**config.mk**
```make
export PLATFORM = sky130hd
export DESIGN_NAME = pipe_stage_reg
export DESIGN_NICKNAME = d
export VERILOG_FILES = /design/src/rtl/pipe_pkg.sv /design/src/rtl/pipe_entry.sv /design/src/rtl/pipe_stage_reg.sv
export SDC_FILE = /design/constraint.sdc
export NUM_CORES = 1
export LEC_CHECK = 0
export CORE_MARGIN = 2
export CORE_UTILIZATION = 45
export DETAILED_ROUTE_END_ITERATION = 12
export PLACE_DENSITY = 0.73
export REMOVE_ABC_BUFFERS = 1
export SYNTH_ARGS = -nofsm -noshare
export SYNTH_HDL_FRONTEND = slang
export SYNTH_HIERARCHICAL = 1
export SYNTH_SLANG_ARGS = --single-unit
```
**constraint.sdc**
```tcl
create_clock -name clock -period 2.6 [get_ports clock]
set_clock_uncertainty 0.05 [all_clocks]
set_input_delay 0.52 -clock clock [delete_from_list [all_inputs] [get_ports clock]]
set_output_delay 0.52 -clock clock [all_outputs]
set_load 0.01 [all_outputs]
```
**src/rtl/pipe_pkg.sv**
```systemverilog
// pipe_pkg: shared stage-boundary widths, ID/EX control field offsets and stage-register FSM encodings
package pipe_pkg;
  localparam int IDEX_CTRL_W = 11;
  localparam int IDEX_DATA_W = 84;
  localparam int IFID_CTRL_W = 1;
  localparam int IFID_DATA_W = 64;
  localparam int EXMEM_CTRL_W = 4;
  localparam int EXMEM_DATA_W = 69;
  localparam int MEMWB_CTRL_W = 2;
  localparam int MEMWB_DATA_W = 69;
  localparam int IDEX_ALUOP_LSB = 0;
  localparam int IDEX_ALUOP_MSB = 2;
  localparam int IDEX_REGWRITE = 3;
  localparam int IDEX_MEMTOREG = 4;
  localparam int IDEX_MEM_WEN = 5;
  localparam int IDEX_MEM_REN = 6;
  localparam int IDEX_REGDST = 7;
  localparam int IDEX_ALUSRC = 8;
  localparam int IDEX_SHIFT = 9;
  localparam int IDEX_PC_JUMP = 10;
  localparam logic [1:0] ST_EMPTY = 2'd0;
  localparam logic [1:0] ST_ONE = 2'd1;
  localparam logic [1:0] ST_TWO = 2'd2;
endpackage

```
**src/rtl/pipe_entry.sv**
```systemverilog
// pipe_entry: one valid+ctrl+data slot; clearing drops valid and zeroes ctrl but keeps data
module pipe_entry #(
  parameter int CTRL_W = 11,
  parameter int DATA_W = 84
) (
  input  logic              clock,
  input  logic              reset,
  input  logic              ld,
  input  logic              clr,
  input  logic [CTRL_W-1:0] d_ctrl,
  input  logic [DATA_W-1:0] d_data,
  output logic              valid,
  output logic [CTRL_W-1:0] ctrl,
  output logic [DATA_W-1:0] data
);
  always_ff @(posedge clock or negedge reset)
    if (!reset) begin
      valid <= 1'b0;
      ctrl <= '0;
      data <= '0;
    end else if (ld) begin
      valid <= 1'b1;
      ctrl <= d_ctrl;
      data <= d_data;
    end else if (clr) begin
      valid <= 1'b0;
      ctrl <= '0;
    end
endmodule

```
**src/rtl/pipe_stage_reg.sv**
```systemverilog
// pipe_stage_reg: generic pipeline register with valid/ready, flush, bubbles and optional two-entry skid
module pipe_stage_reg import pipe_pkg::*; #(
  parameter int DATA_W = IDEX_DATA_W,
  parameter int CTRL_W = IDEX_CTRL_W,
  parameter bit SKID = 1'b1
) (
  input  logic              clock,
  input  logic              reset,
  input  logic              flush,
  input  logic              in_valid,
  output logic              in_ready,
  input  logic [CTRL_W-1:0] in_ctrl,
  input  logic [DATA_W-1:0] in_data,
  output logic              out_valid,
  input  logic              out_ready,
  output logic [CTRL_W-1:0] out_ctrl,
  output logic [DATA_W-1:0] out_data,
  output logic [1:0]        occupancy
);
  logic [1:0] state_q, state_d;
  logic rdy_q, accept, pop, head_ld, head_clr, skid_ld, skid_clr, skid_valid;
  logic [CTRL_W-1:0] skid_ctrl, head_ctrl_d;
  logic [DATA_W-1:0] skid_data, head_data_d;
  assign in_ready = !flush & (SKID ? rdy_q : (!out_valid | out_ready));
  assign accept = in_valid & in_ready;
  assign pop = out_valid & out_ready;
  assign occupancy = state_q;
  // With SKID=0 an accept in ONE always coincides with a pop, so TWO is unreachable
  always_comb begin
    head_ld = !flush & ((state_q == ST_TWO) ? pop : accept & ((state_q == ST_EMPTY) | pop));
    head_clr = flush | (pop & !head_ld);
    skid_ld = !flush & (state_q == ST_ONE) & accept & !pop;
    skid_clr = flush | ((state_q == ST_TWO) & pop);
    head_ctrl_d = skid_valid ? skid_ctrl : in_ctrl;
    head_data_d = skid_valid ? skid_data : in_data;
    state_d = flush ? ST_EMPTY :
              (state_q == ST_EMPTY) ? (accept ? ST_ONE : ST_EMPTY) :
              (state_q == ST_ONE) ? (skid_ld ? ST_TWO : (pop & !accept) ? ST_EMPTY : ST_ONE) :
              (pop ? ST_ONE : ST_TWO);
  end
  always_ff @(posedge clock or negedge reset)
    if (!reset) begin
      state_q <= ST_EMPTY;
      rdy_q <= 1'b1;
    end else begin
      state_q <= state_d;
      rdy_q <= state_d != ST_TWO;
    end
  pipe_entry #(.CTRL_W(CTRL_W), .DATA_W(DATA_W)) u_head (
    .clock(clock), .reset(reset), .ld(head_ld), .clr(head_clr),
    .d_ctrl(head_ctrl_d), .d_data(head_data_d),
    .valid(out_valid), .ctrl(out_ctrl), .data(out_data)
  );
  if (SKID) begin : g_skid
    pipe_entry #(.CTRL_W(CTRL_W), .DATA_W(DATA_W)) u_skid (
      .clock(clock), .reset(reset), .ld(skid_ld), .clr(skid_clr),
      .d_ctrl(in_ctrl), .d_data(in_data),
      .valid(skid_valid), .ctrl(skid_ctrl), .data(skid_data)
    );
  end else begin : g_noskid
    assign skid_valid = 1'b0;
    assign skid_ctrl = '0;
    assign skid_data = '0;
  end
endmodule
```
# ---- After elaboration in Yosys (flattened, before gate mapping)
# Cells that the tools add are included.
dict set report word_totals {
  reg_bits 195
  in_bits 100
  output_inout_bits 99
  word_cells 50
}
dict set report op_classes {
  n_eq_ne 3
  muxes 18
  bitwise_logic 14
  n_reduce_logical 7
}
# operator n
set op_table {}
lappend op_table {{2-to-1 mux 84 bit} 1}
lappend op_table {{2-to-1 mux 11 bit} 5}
lappend op_table {{bitwise AND 1 bit} 11}
lappend op_table {{2-to-1 mux 2 bit} 5}
lappend op_table {{2-to-1 mux 1 bit} 7}
lappend op_table {{logical NOT 1 bit} 4}
lappend op_table {{nonzero test 2 bit} 2}
lappend op_table {{OR 1 bit} 3}
lappend op_table {{equality test 2 x 1 -> 1 bit, second input constant} 1}
lappend op_table {{equality test 2 bit, second input constant} 1}
lappend op_table {{logical NOT 2 bit} 1}
lappend op_table {{!= test 2 bit, second input constant} 1}

# ---- Longest topological paths before layout
# Gate-level depths: netlist of run 1.
dict set report depth {
  word_depth 11
  mapped_depth 9
  mapped_depth_nobuf 5
}

# ---- Cells and area by module
# Netlist of run 1, hierarchy kept.
# module n_inst cells_per_inst area_each_um2 seq_area_each_um2
set by_module_without_submodules {}
lappend by_module_without_submodules {pipe_entry 2 206 3617.2 2402.3}
lappend by_module_without_submodules {pipe_stage_reg 1 131 1562.7 76.3}

# ---- Worst setup path before layout of run 1
# No wires, ideal clock.
dict set report synth_timing {
  kind {in2reg}
  from {input port out_ready}
  to {register u_head.data[65]}
  arrival_time_ns 1.809
  required_time_ns 2.425
  slack_ns 0.616
  stages 8
  n_path_buf 4
  cell_sequence {and2_1 clkbuf_1 nand3b_1 a21oi_1 buf_6 buf_6 buf_6 mux2_4}
}
dict set report synth_between {
  elab_chain_len 5
}
# item line_no
set synth_lines {}
lappend synth_lines {{start: declaration} pipe_stage_reg.sv:15} ;# input logic out_ready,
lappend synth_lines {{bitwise AND 1 bit (*)} pipe_stage_reg.sv:26} ;# assign pop = out_valid & out_ready;
lappend synth_lines {{OR 1 bit} pipe_stage_reg.sv:30} ;# head_ld = !flush & ((state_q == ST_TWO) ? pop : accept & ((state_q == ST_EMPTY) | pop));
lappend synth_lines {{bitwise AND 1 bit} pipe_stage_reg.sv:30}
lappend synth_lines {{2-to-1 mux 1 bit (*)} pipe_stage_reg.sv:30}
lappend synth_lines {{bitwise AND 1 bit (*)} pipe_stage_reg.sv:30}
lappend synth_lines {{net head_ld} pipe_stage_reg.sv:21} ;# logic rdy_q, accept, pop, head_ld, head_clr, skid_ld, skid_clr, skid_valid;
lappend synth_lines {{end signal: assignment} pipe_entry.sv:24} ;# data <= d_data;
lappend synth_lines {{end: declaration} pipe_entry.sv:14} ;# output logic [DATA_W-1:0] data
# The timed path passes the listed nets; every way through them passes the cells marked *.
# A chain may end at the register's enable or synchronous reset.

# ---- Worst setup path after layout of run 1
dict set report layout_timing {
  from {input port flush}
  to {output port in_ready}
}
dict set report layout_between {
  elab_chain_len 2
}
# item line_no
set layout_lines {}
lappend layout_lines {{start: declaration} pipe_stage_reg.sv:9} ;# input logic flush,
lappend layout_lines {{logical NOT 1 bit} pipe_stage_reg.sv:24} ;# assign in_ready = !flush & (SKID ? rdy_q : (!out_valid | out_ready));
lappend layout_lines {{bitwise AND 1 bit} pipe_stage_reg.sv:24}
lappend layout_lines {{end: declaration} pipe_stage_reg.sv:11} ;# output logic in_ready,
# Every way passes these cells.

==> results.ini, run 1 <==
[worst_setup_path]
cp-end-kind = output pin
critical_path.cell_chain = clkdlybuf4s50_1 -> nor2b_1 -> clkdlybuf4s50_1
max_stage_delay_ns = 0.54
crit_buf_inv = 2
crit_required_ns = 2.03
startpoint_type = primary input
worst-path-max-fanout = 3
path_class = primary input to output pin
cp.arrival_ns = 1.67
path_common_cell = clkdlybuf4s50_1
slowest_stage = clkdlybuf4s50_1
crit_family = buffers and inverters

[floorplanning]
pin_count = 199
die_h_um = 144
die_x_um = 144
dieArea_sq_um = 20700
core_region_area_sq_um = 19300
start_util_pct = 45.5
num_rows = 51

[cells_and_area]
syn_to_final_growth_pct = 33.3
fillCellCount = 1472
register_area_sq_um = 4880
drive_above_1_share_pct = 42.4
multi_input_area_sq_um = 3640
n_antenna_cell = 0
postLayoutCoreUtil_pct = 60.6
fin_nets = 844

[timing]
drv_slew = 0
period_share_pct = 86.0
rsz0062_at_grt = false
timing.fmax_mhz = 447
fin_crit_ns = 2.24
worst_slew_margin_rel_pct = 66.9
final-hold-violation-count = 0
tightest_slew_ns = 0.497
setup_viol = 0
tns_ns = 0

[drt]
dr.first_iter.drc_count = 156
vias_per_cell = 5.10
drt_pass1_iterations = 4
wl_per_cell_um = 17.9
drt-total-wl_um = 18300
vias = 5213
drtAntennaViolNets = 0
drc = 0

[global_routing]
grt_first_pass_wirelength_um = 29300
grt_pass1_vias = 5627
grtUsageTotal_pct = 18.3
grt_max_degree = 62
overflow = 0
grt_antenna_before_repair = 0

[placed_design]
hpwl_um = 12300
io_buffers = 198
gp_congestion = 0.830

[clock_network]
cts_buffers = 17
postCtsSetupRepairBufs = 0
root_buffer = clkbuf_16
path_clk_slew_ns = 0.07
cts_tree = built
clk_latency_ns = 0.42
h-tree-depth = 4
postCtsHoldBufs = 0
cts_buffer_depth = 2
cts_resized = 0
clock_sinks = 195

[synth]
seq_area_frac_synth_pct = 55.5
synth_top_cell_by_area = dfrtp_1
synth-async-reset-ratio_pct = 100
netlist_area_sq_um = 8800
synth_cells = 543
synth_cell_types = 27
synth-warning-count = 6
synthMostInstantiatedCell = dfrtp_1
netlist_top_cells_count = 194 x dfrtp_1, 177 x mux2_2, 86 x mux2_4
yosys-top-cells-area = dfrtp_1 55%, mux2_2 23%, mux2_4 15%
synth_flop_cell = dfrtp_1
synth_edf_count = 0
syn_area_per_cell_sq_um = 16.2
synth.top_cell.area_share_pct = 55.2
synth-seq-cells = 195

[power]
cellPowerDensity_nw_per_um2 = 910
clockPowerShare_pct = 25.3
ir_worst_vdd_uv = 451
internal_power_mw = 7.84
power_frac_seq_pct = 44.3
power_frac_comb_pct = 30.4
power_leakage_nw = 4.99
switching_share_pct = 26.5
p_sw_mw = 2.82

[min_path]
min_path_type = primary input to async pin

[flow_run]
drv_cap = 0

[outcome]
status = finished clean

-- flip-flops by register name, summed over array words and instances (netlist names) --
| register | cells |
|---|---|
| u_head/valid | 1 |
| rdy_q | 1 |
| u_head/data | 84 |
| occupancy | 2 |
| g_skid.u_skid/data | 84 |
| g_skid.u_skid/valid | 1 |
| u_head/ctrl | 11 |
| g_skid.u_skid/ctrl | 11 |
-- area by class of cell --
type | count | share of cell area [%]
clock buffers | 19 | 3.69
well taps | 265 | 2.83
flip-flops and latches | 195 | 41.7
inverters | 2 | 0.0640
clock inverters | 13 | 1.47
multi-input cells | 310 | 31.1
repair buffers | 218 | 19.2
-- metrics by stage --
step	total power [mW]	hold WS, ns	instances	setup WS (ns)	cell area (sq um)
global route	11.3	0.0367	1022	0.318	11700
finish	10.7	0.0194	1022	0.363	11700
CTS	10.8	0.0289	1022	0.351	11700
floorplan	6.48	0.174	507	-9.58	8520
detailed placement	8.05	0.429	990	0.0349	11100
global placement	7.88	0.423	990	0.0990	11100
-- logic make-up after synthesis --
| family | share of synthesized area (%) |
|---|---|
| buf+inv | 3.29 |
| compound gates | 2.87 |
| simple gates | 1.02 |
| mux | 37.3 |
| flops | 55.5 |
-- placed cells by master, fill, tap and decap left out, drive strengths merged --
| master | count |
|---|---|
| clkinv | 3 |
| a31oi | 1 |
| nor4 | 1 |
| dfstp | 1 |
| nand3b | 1 |
| nor2b | 1 |
| nor3 | 1 |
| a21oi | 4 |
| clkdlybuf4s50 | 197 |
| nor4bb | 1 |
| a22o | 22 |
| dfrtp | 194 |
| o21ai | 2 |
| inv | 7 |
| nand2b | 2 |
| bufinv | 3 |
| a21o | 2 |
| a31o | 1 |
| and2 | 2 |
| clkinvlp | 2 |
| buf | 20 |
| or3 | 1 |
| mux2 | 263 |
| clkbuf | 20 |
| nor2 | 3 |
| nand2 | 2 |
-- path summary, 6_finish.rpt --
kind                                  startpoint                     to  slack, ns  cells after the start
max                                        flush               in_ready       0.36                      3
max reg2reg                                rdy_q        u_head/data[47]       0.53                      5
max in group asynchronous                  reset         u_head/data[6]       1.74                      2
min in group clock         g_skid.u_skid/ctrl[1]  g_skid.u_skid/ctrl[1]       0.45                      1
min                                        reset        u_head/data[75]       0.02                      1
min reg2reg                g_skid.u_skid/ctrl[1]  g_skid.u_skid/ctrl[1]       0.45                      1
-- power by group through the flow --
stage               Clock, mW  Combinational, mW  Sequential [mW]
floorplan                   0               1.59             4.90
global placement            0               3.18             4.70
detailed placement          0               3.26             4.78
CTS                      2.79               3.28             4.74
global route             2.92               3.47             4.86
finish                   2.70               3.24             4.72
-- metal layers --
layer,up-vias,wire length [um],global-route usage (%)
li1,2374,-,-
met1,2686,7850,23.0
met2,133,9040,30.4
met3,20,1110,5.13
met4,0,329,6.24
met5,-,0,0
Note: power is estimated with default switching activity, not from simulation.
==> run 2, diff against run 1 <==
- clock period: 2.6 -> 2.55 ns (I/O delays scaled with it)
==> run 2 against run 1 <==
First-iteration DRC count increased by 77%. Wire length grew 1.2%. Cell area is 0.64% higher. Largest cell class unchanged. Flip-flop and latch count unchanged. Register-to-register slack lost 0.09 ns. Combinational power increased by 3%. Die area is the same. Worst hold slack improved by 0.021 ns.
==> results.ini, run 2 (synthesis gave the netlist of run 1 again) <==
[power]
finalPower_mw = 10.8  ; +0.92%
cellPowerDensity_nw_per_um2 = 912  ; +0.27%
ir_worst_vdd_uv = 438  ; -3.0%
power_leakage_nw = 5.04  ; +0.95%

[timing]
drv_slew = 0  ; unchanged
layout_setup_ws_ns = 0.336  ; -0.0277 ns
timing.hold.ws_ns = 0.0401  ; +0.0207 ns
timing.fmax_mhz = 452
fin_crit_ns = 2.21
setup_viol = 0  ; unchanged
tightest_slew_ns = 0.618  ; +0.121 ns
period_share_pct = 86.8
worst_slew_margin_rel_pct = 58.8  ; -8.0 points
final-hold-violation-count = 0  ; unchanged
rsz0062_at_grt = false

[clock_network]
clk_latency_ns = 0.42  ; about the same
cts_buffers = 17  ; unchanged
path_clk_slew_ns = 0.07  ; about the same
cts_buffer_depth = 2  ; unchanged
postCtsSetupRepairBufs = 0  ; unchanged
postCtsHoldBufs = 0  ; unchanged
clock_sinks = 195  ; unchanged
root_buffer = clkbuf_16
cts_tree = built
h-tree-depth = 4  ; unchanged
cts_resized = 0  ; unchanged

[worst_setup_path]
worst-path-max-fanout = 3  ; unchanged
crit_required_ns = 1.99  ; -0.04 ns
cp.arrival_ns = 1.65  ; -0.02 ns
path_class = primary input to output pin
cp-end-kind = output pin
startpoint_type = primary input

[floorplanning]
start_util_pct = 45.5  ; unchanged
dieArea_sq_um = 20700  ; unchanged
die_x_um = 144  ; unchanged
core_region_area_sq_um = 19300  ; unchanged
die_h_um = 144  ; unchanged
pin_count = 199  ; unchanged
num_rows = 51  ; unchanged

[cells_and_area]
most-common-layout-cells = 197 x clkdlybuf4s50_1, 193 x dfrtp_1, 177 x mux2_2
fin_cells = 1030  ; +0.78%
syn_to_final_growth_pct = 34.1
final_common_cell = clkdlybuf4s50_1
fin_nets = 854  ; +1.2%
fillCellCount = 1455  ; -1.2%
register_area_sq_um = 4880  ; unchanged
multi_input_area_sq_um = 3640  ; unchanged
reg_top3 = g_skid.u_skid/data (84), u_head/data (84)
n_antenna_cell = 0  ; unchanged
drive_above_1_share_pct = 42.9  ; +0.47 points

[drt]
drtAntennaViolNets = 0  ; unchanged
vias_per_cell = 5.09  ; -0.15%
drc = 0  ; unchanged
vias = 5246  ; +0.63%
drt-total-wl_um = 18600  ; +1.2%
drt_pass1_iterations = 4  ; unchanged
dr.first_iter.drc_count = 276  ; +77%
wl_per_cell_um = 18.0  ; +0.43%

[global_routing]
grt_first_pass_wirelength_um = 29900  ; +2.1%
grtUsageTotal_pct = 18.5  ; +0.25 points
overflow = 0  ; unchanged
grt_pass1_vias = 5675  ; +0.85%
grt_max_degree = 74  ; +19%
grt_antenna_before_repair = 0  ; unchanged

[outcome]
status = finished clean

[placed_design]
post-place-ws_ns = -0.0101  ; -0.0450 ns
place_inst = 1000  ; +1.0%
io_buffers = 198  ; unchanged
gp_congestion = 0.777  ; -6.4%
hpwl_um = 12800  ; +4.1%

[flow_run]
drv_cap = 0  ; unchanged

[min_path]
min_path_type = primary input to async pin

[run 2: cell types whose count changed in the layout (fill, tap and decap cells not counted), sizes merged]
| cell | previous run | this run |
|---|---|---|
| clkinvlp | 2 | 1 |
| bufinv | 3 | 2 |
| clkbuf | 20 | 23 |
| clkinv | 3 | 4 |
| inv | 7 | 3 |
| buf | 20 | 30 |
[run 2: worst max-delay path: stages]
cell	delay, ns
clkdlybuf4s50_1	0.46
nor2b_1	0.14
clkdlybuf4s50_1	0.54
[run 2: per-layer routing]
layer  wire length (um)  vias up  share of wire (%)  global-route usage, %
met4                340        0                1.8                   6.45
met1               8110     2707                 44                   24.2
met2               9130      140                 49                   30.1
met5                  0        -                  0                      0
met3                986       23                5.3                   4.77
li1                   -     2376                  -                      -
[run 2: worst paths after layout]
check / startpoint / end / slack, ns / cells past startpoint
min in group clock: g_skid.u_skid/ctrl[2] / g_skid.u_skid/ctrl[2] / 0.44 / 1
hold / removal: reset / u_head/data[79] / 0.04 / 1
hold reg to reg: g_skid.u_skid/ctrl[2] / g_skid.u_skid/ctrl[2] / 0.44 / 1
setup / recovery: flush / in_ready / 0.34 / 3
max in group asynchronous: reset / u_head/data[57] / 1.62 / 2
setup reg to reg: rdy_q / g_skid.u_skid/data[20] / 0.44 / 6
[run 2: per-stage QoR]
step	area, sq um	setup TNS, ns	utilization [%]
after global routing	11800	0	61.0
after detailed placement	11200	-0.0140	58.1
after global placement	11200	0	58.1
final	11800	0	61.0
after CTS	11800	0	61.0
after floorplan	8520	-1305.72	-
[run 2: layout make-up]
cell class	instances	area share (%)
Sequential cell	195	41.4
Multi-Input combinational cell	310	30.9
Timing Repair Buffer	228	20.0
Clock buffer	22	3.93
Tap cell	265	2.81
Clock inverter	8	0.880
Inverter	2	0.0636
[run 2: where the power goes]
part	switching, mW	internal, mW	total, mW
registers	0.617	4.21	4.83
clock network	1.11	1.49	2.61
logic	1.08	2.25	3.33
==> run 3, diff against run 2 <==
- SYNTH_HIERARCHICAL: 1 -> unset
==> run 3 against run 2 <==
Die area is 0.35% lower. Cell count is 1.9% higher. Synthesized area is 0.36% lower. Core utilization is 0.31 points lower. Sequential share of layout area is 0.35 points higher. Critical endpoint unchanged.
==> results.ini, run 3 <==
[drt]
drtAntennaViolNets = 0  ; unchanged
drc = 0  ; unchanged
drt_pass1_iterations = 4  ; unchanged
drt-total-wl_um = 18700  ; +0.66%
vias_per_cell = 5.16  ; +1.3%
vias = 5417  ; +3.3%
wl_per_cell_um = 17.8  ; -1.3%
dr.first_iter.drc_count = 174  ; -37%

[synth]
synthMostInstantiatedCell = dfrtp_1
synth-async-reset-ratio_pct = 100  ; unchanged
synth.top_cell.area_share_pct = 55.4  ; +0.20 points
seq_area_frac_synth_pct = 55.7  ; +0.20 points
synth_top_family_by_area = multiplexers
synth-warning-count = 0  ; -6
yosys-top-cells-area = dfrtp_1 55%, mux2_2 19%, mux2_1 11%
synth-seq-cells = 195  ; unchanged
yosys.area_share.simple_pct = 1.84  ; +0.82 points
synth_edf_count = 0  ; unchanged
synth_xor_area_share_pct = 0  ; unchanged
netlist_top_cells_count = 194 x dfrtp_1, 147 x mux2_2, 85 x mux2_1
synth_flop_cell = dfrtp_1
netlist_area_sq_um = 8770  ; -0.36%
synth_fa_ha_area_share_pct = 0  ; unchanged
synth_cells = 579  ; +6.6%
synth_top_cell_by_area = dfrtp_1
synth_compound_area_share_pct = 4.15  ; +1.3 points
synth_cell_types = 33  ; +22%
synth_mux_area_share_pct = 34.5  ; -2.8 points
syn_area_per_cell_sq_um = 15.1  ; -6.6%

[clock_network]
clk_latency_ns = 0.42  ; about the same
path_clk_slew_ns = 0.07  ; about the same
clock_sinks = 195  ; unchanged
cts_buffers = 17  ; unchanged
h-tree-depth = 4  ; unchanged
postCtsSetupRepairBufs = 0  ; unchanged
cts_tree = built
root_buffer = clkbuf_16
cts_resized = 0  ; unchanged
cts_buffer_depth = 2  ; unchanged

[power]
cellPowerDensity_nw_per_um2 = 1060  ; +17%
ir_worst_vdd_uv = 665  ; +52%
power_leakage_nw = 4.93  ; -2.1%

[timing]
drv_slew = 0  ; unchanged
worst_slew_margin_rel_pct = 67.0  ; +8.1 points
fin_crit_ns = 2.22  ; +0.00620 ns
period_share_pct = 87.1  ; +0.24 points
setup_viol = 0  ; unchanged
tightest_slew_ns = 0.483  ; -0.135 ns
timing.fmax_mhz = 450  ; -0.28%
final-hold-violation-count = 0  ; unchanged
rsz0062_at_grt = false

[worst_setup_path]
crit_required_ns = 1.99  ; about the same
worst-path-max-fanout = 4  ; +1
max_stage_delay_ns = 0.54  ; about the same
cp.arrival_ns = 1.66  ; about the same
path_common_cell = clkdlybuf4s50_1
startpoint_type = primary input
critical_path.cell_chain = clkdlybuf4s50_1 -> nor2b_1 -> clkdlybuf4s50_1
r2r_slack_ns = 0.43  ; about the same
path_class = primary input to output pin
slowest_stage = clkdlybuf4s50_1
r2r_end = u_head.data[55]
cp-end-kind = output pin
reg2reg_depth = 4  ; -2
worst_r2r_startpoint = occupancy[0]

[global_routing]
overflow = 0  ; unchanged
grt_max_degree = 61  ; -18%
grt_pass1_vias = 6039  ; +6.4%
grtUsageTotal_pct = 18.7  ; +0.20 points
grt_first_pass_wirelength_um = 30300  ; +1.4%
grt_antenna_before_repair = 0  ; unchanged

[cells_and_area]
syn_to_final_growth_pct = 33.5
stdcell_area_sq_um = 11700  ; -0.84%
reg_top3 = g_skid.u_skid.data (84), u_head.data (84)
drive_above_1_share_pct = 29.9  ; -13 points
most-common-layout-cells = 197 x clkdlybuf4s50_1, 193 x dfrtp_1, 147 x mux2_2
postLayoutCoreUtil_pct = 60.7  ; -0.31 points
final_common_cell = clkdlybuf4s50_1
n_antenna_cell = 0  ; unchanged
fin_cells = 1050  ; +1.9%
fin_nets = 874  ; +2.3%

[floorplanning]
num_rows = 51  ; unchanged
pin_count = 199  ; unchanged
core_region_area_sq_um = 19300  ; -0.33%
start_util_pct = 45.5  ; about the same
dieArea_sq_um = 20600  ; -0.35%
die_h_um = 144  ; -0.17%
die_x_um = 144  ; -0.17%

[outcome]
status = finished clean

[flow_run]
drv_cap = 0  ; unchanged

[placed_design]
placed_cell_area_sq_um = 11100  ; -1.4%
gp_congestion = 0.763  ; -1.8%
hpwl_um = 12800  ; about the same
io_buffers = 198  ; unchanged
place_inst = 1019  ; +1.9%

[min_path]
min-delay-start = g_skid.u_skid.data[29]
hold_end = g_skid.u_skid.data[29]
min_path_type = register to register
hold-path-cell-count = 1

run 3: how the worst max path moves through the flow:
stage,from,end,slack (ns),cells past startpoint
6_report,flush,in_ready,0.33,3
5_1_grt,flush,in_ready,0.28,3
4_1_cts,flush,in_ready,0.31,3
3_5_place_dp,flush,u_head.data[22],0.02,5
3_3_place_gp,flush,u_head.data[18],0.05,5
2_1_floorplan,flush,u_head.data[0],-1.60,3
run 3: kinds of logic (layout without fill, tap and decap cells):
family	count (synthesis)	after routing
buffers and inverters	54	260
multiplexers	263	263
AO/OA/AOI/OAI	42	42
AND/OR/NAND/NOR	25	25
flip-flops	195	195
run 3: stage by stage:
step	hold WS, ns	setup WS, ns	TNS [ns]	total power, mW
5_1_grt	0.448	0.282	0	13.2
2_1_floorplan	0.164	-1.60	-180.84	7.35
3_3_place_gp	0.417	0.0461	0	9.53
4_1_cts	0.440	0.314	0	12.6
3_5_place_dp	0.424	0.0223	0	9.75
6_report	0.438	0.329	0	12.5
run 3: layer usage:
metal  global-route usage, %  vias up  routed length (um)
li1                        -     2488                   -
met1                    23.4     2751                7950
met2                    31.3      155                9210
met3                    5.23       23                1140
met4                    6.55        0                 387
met5                       0        -                   0
run 3: cell type report:
class	count	area, sq um
sequential	195	4880
multi-input combinational	330	3560
clock inverter	12	179
inverter	12	45.0
clock buffer	18	439
timing repair buffer	218	2260
fill	1459	7570
tap	265	332
run 3: worst max-delay path: cells and delay by family:
family,cells,cell delay (ns)
buffers and inverters,2,1.01
and+or+nand+nor,1,0.14
run 3: repair_timing:
| action | CTS | global route |
|---|---|---|
| hold endpoints to repair | 41 | 0 |
| hold buffers | 1 | 0 |
| endpoints found under the setup margin | 0 | 0 |
run 3: where the power goes:
part,switching [mW],total [mW],internal (mW),leakage (nW)
combinational,1.69,4.49,2.80,2.20
clock,1.14,2.81,1.66,0.295
sequential,0.719,5.16,4.44,2.43
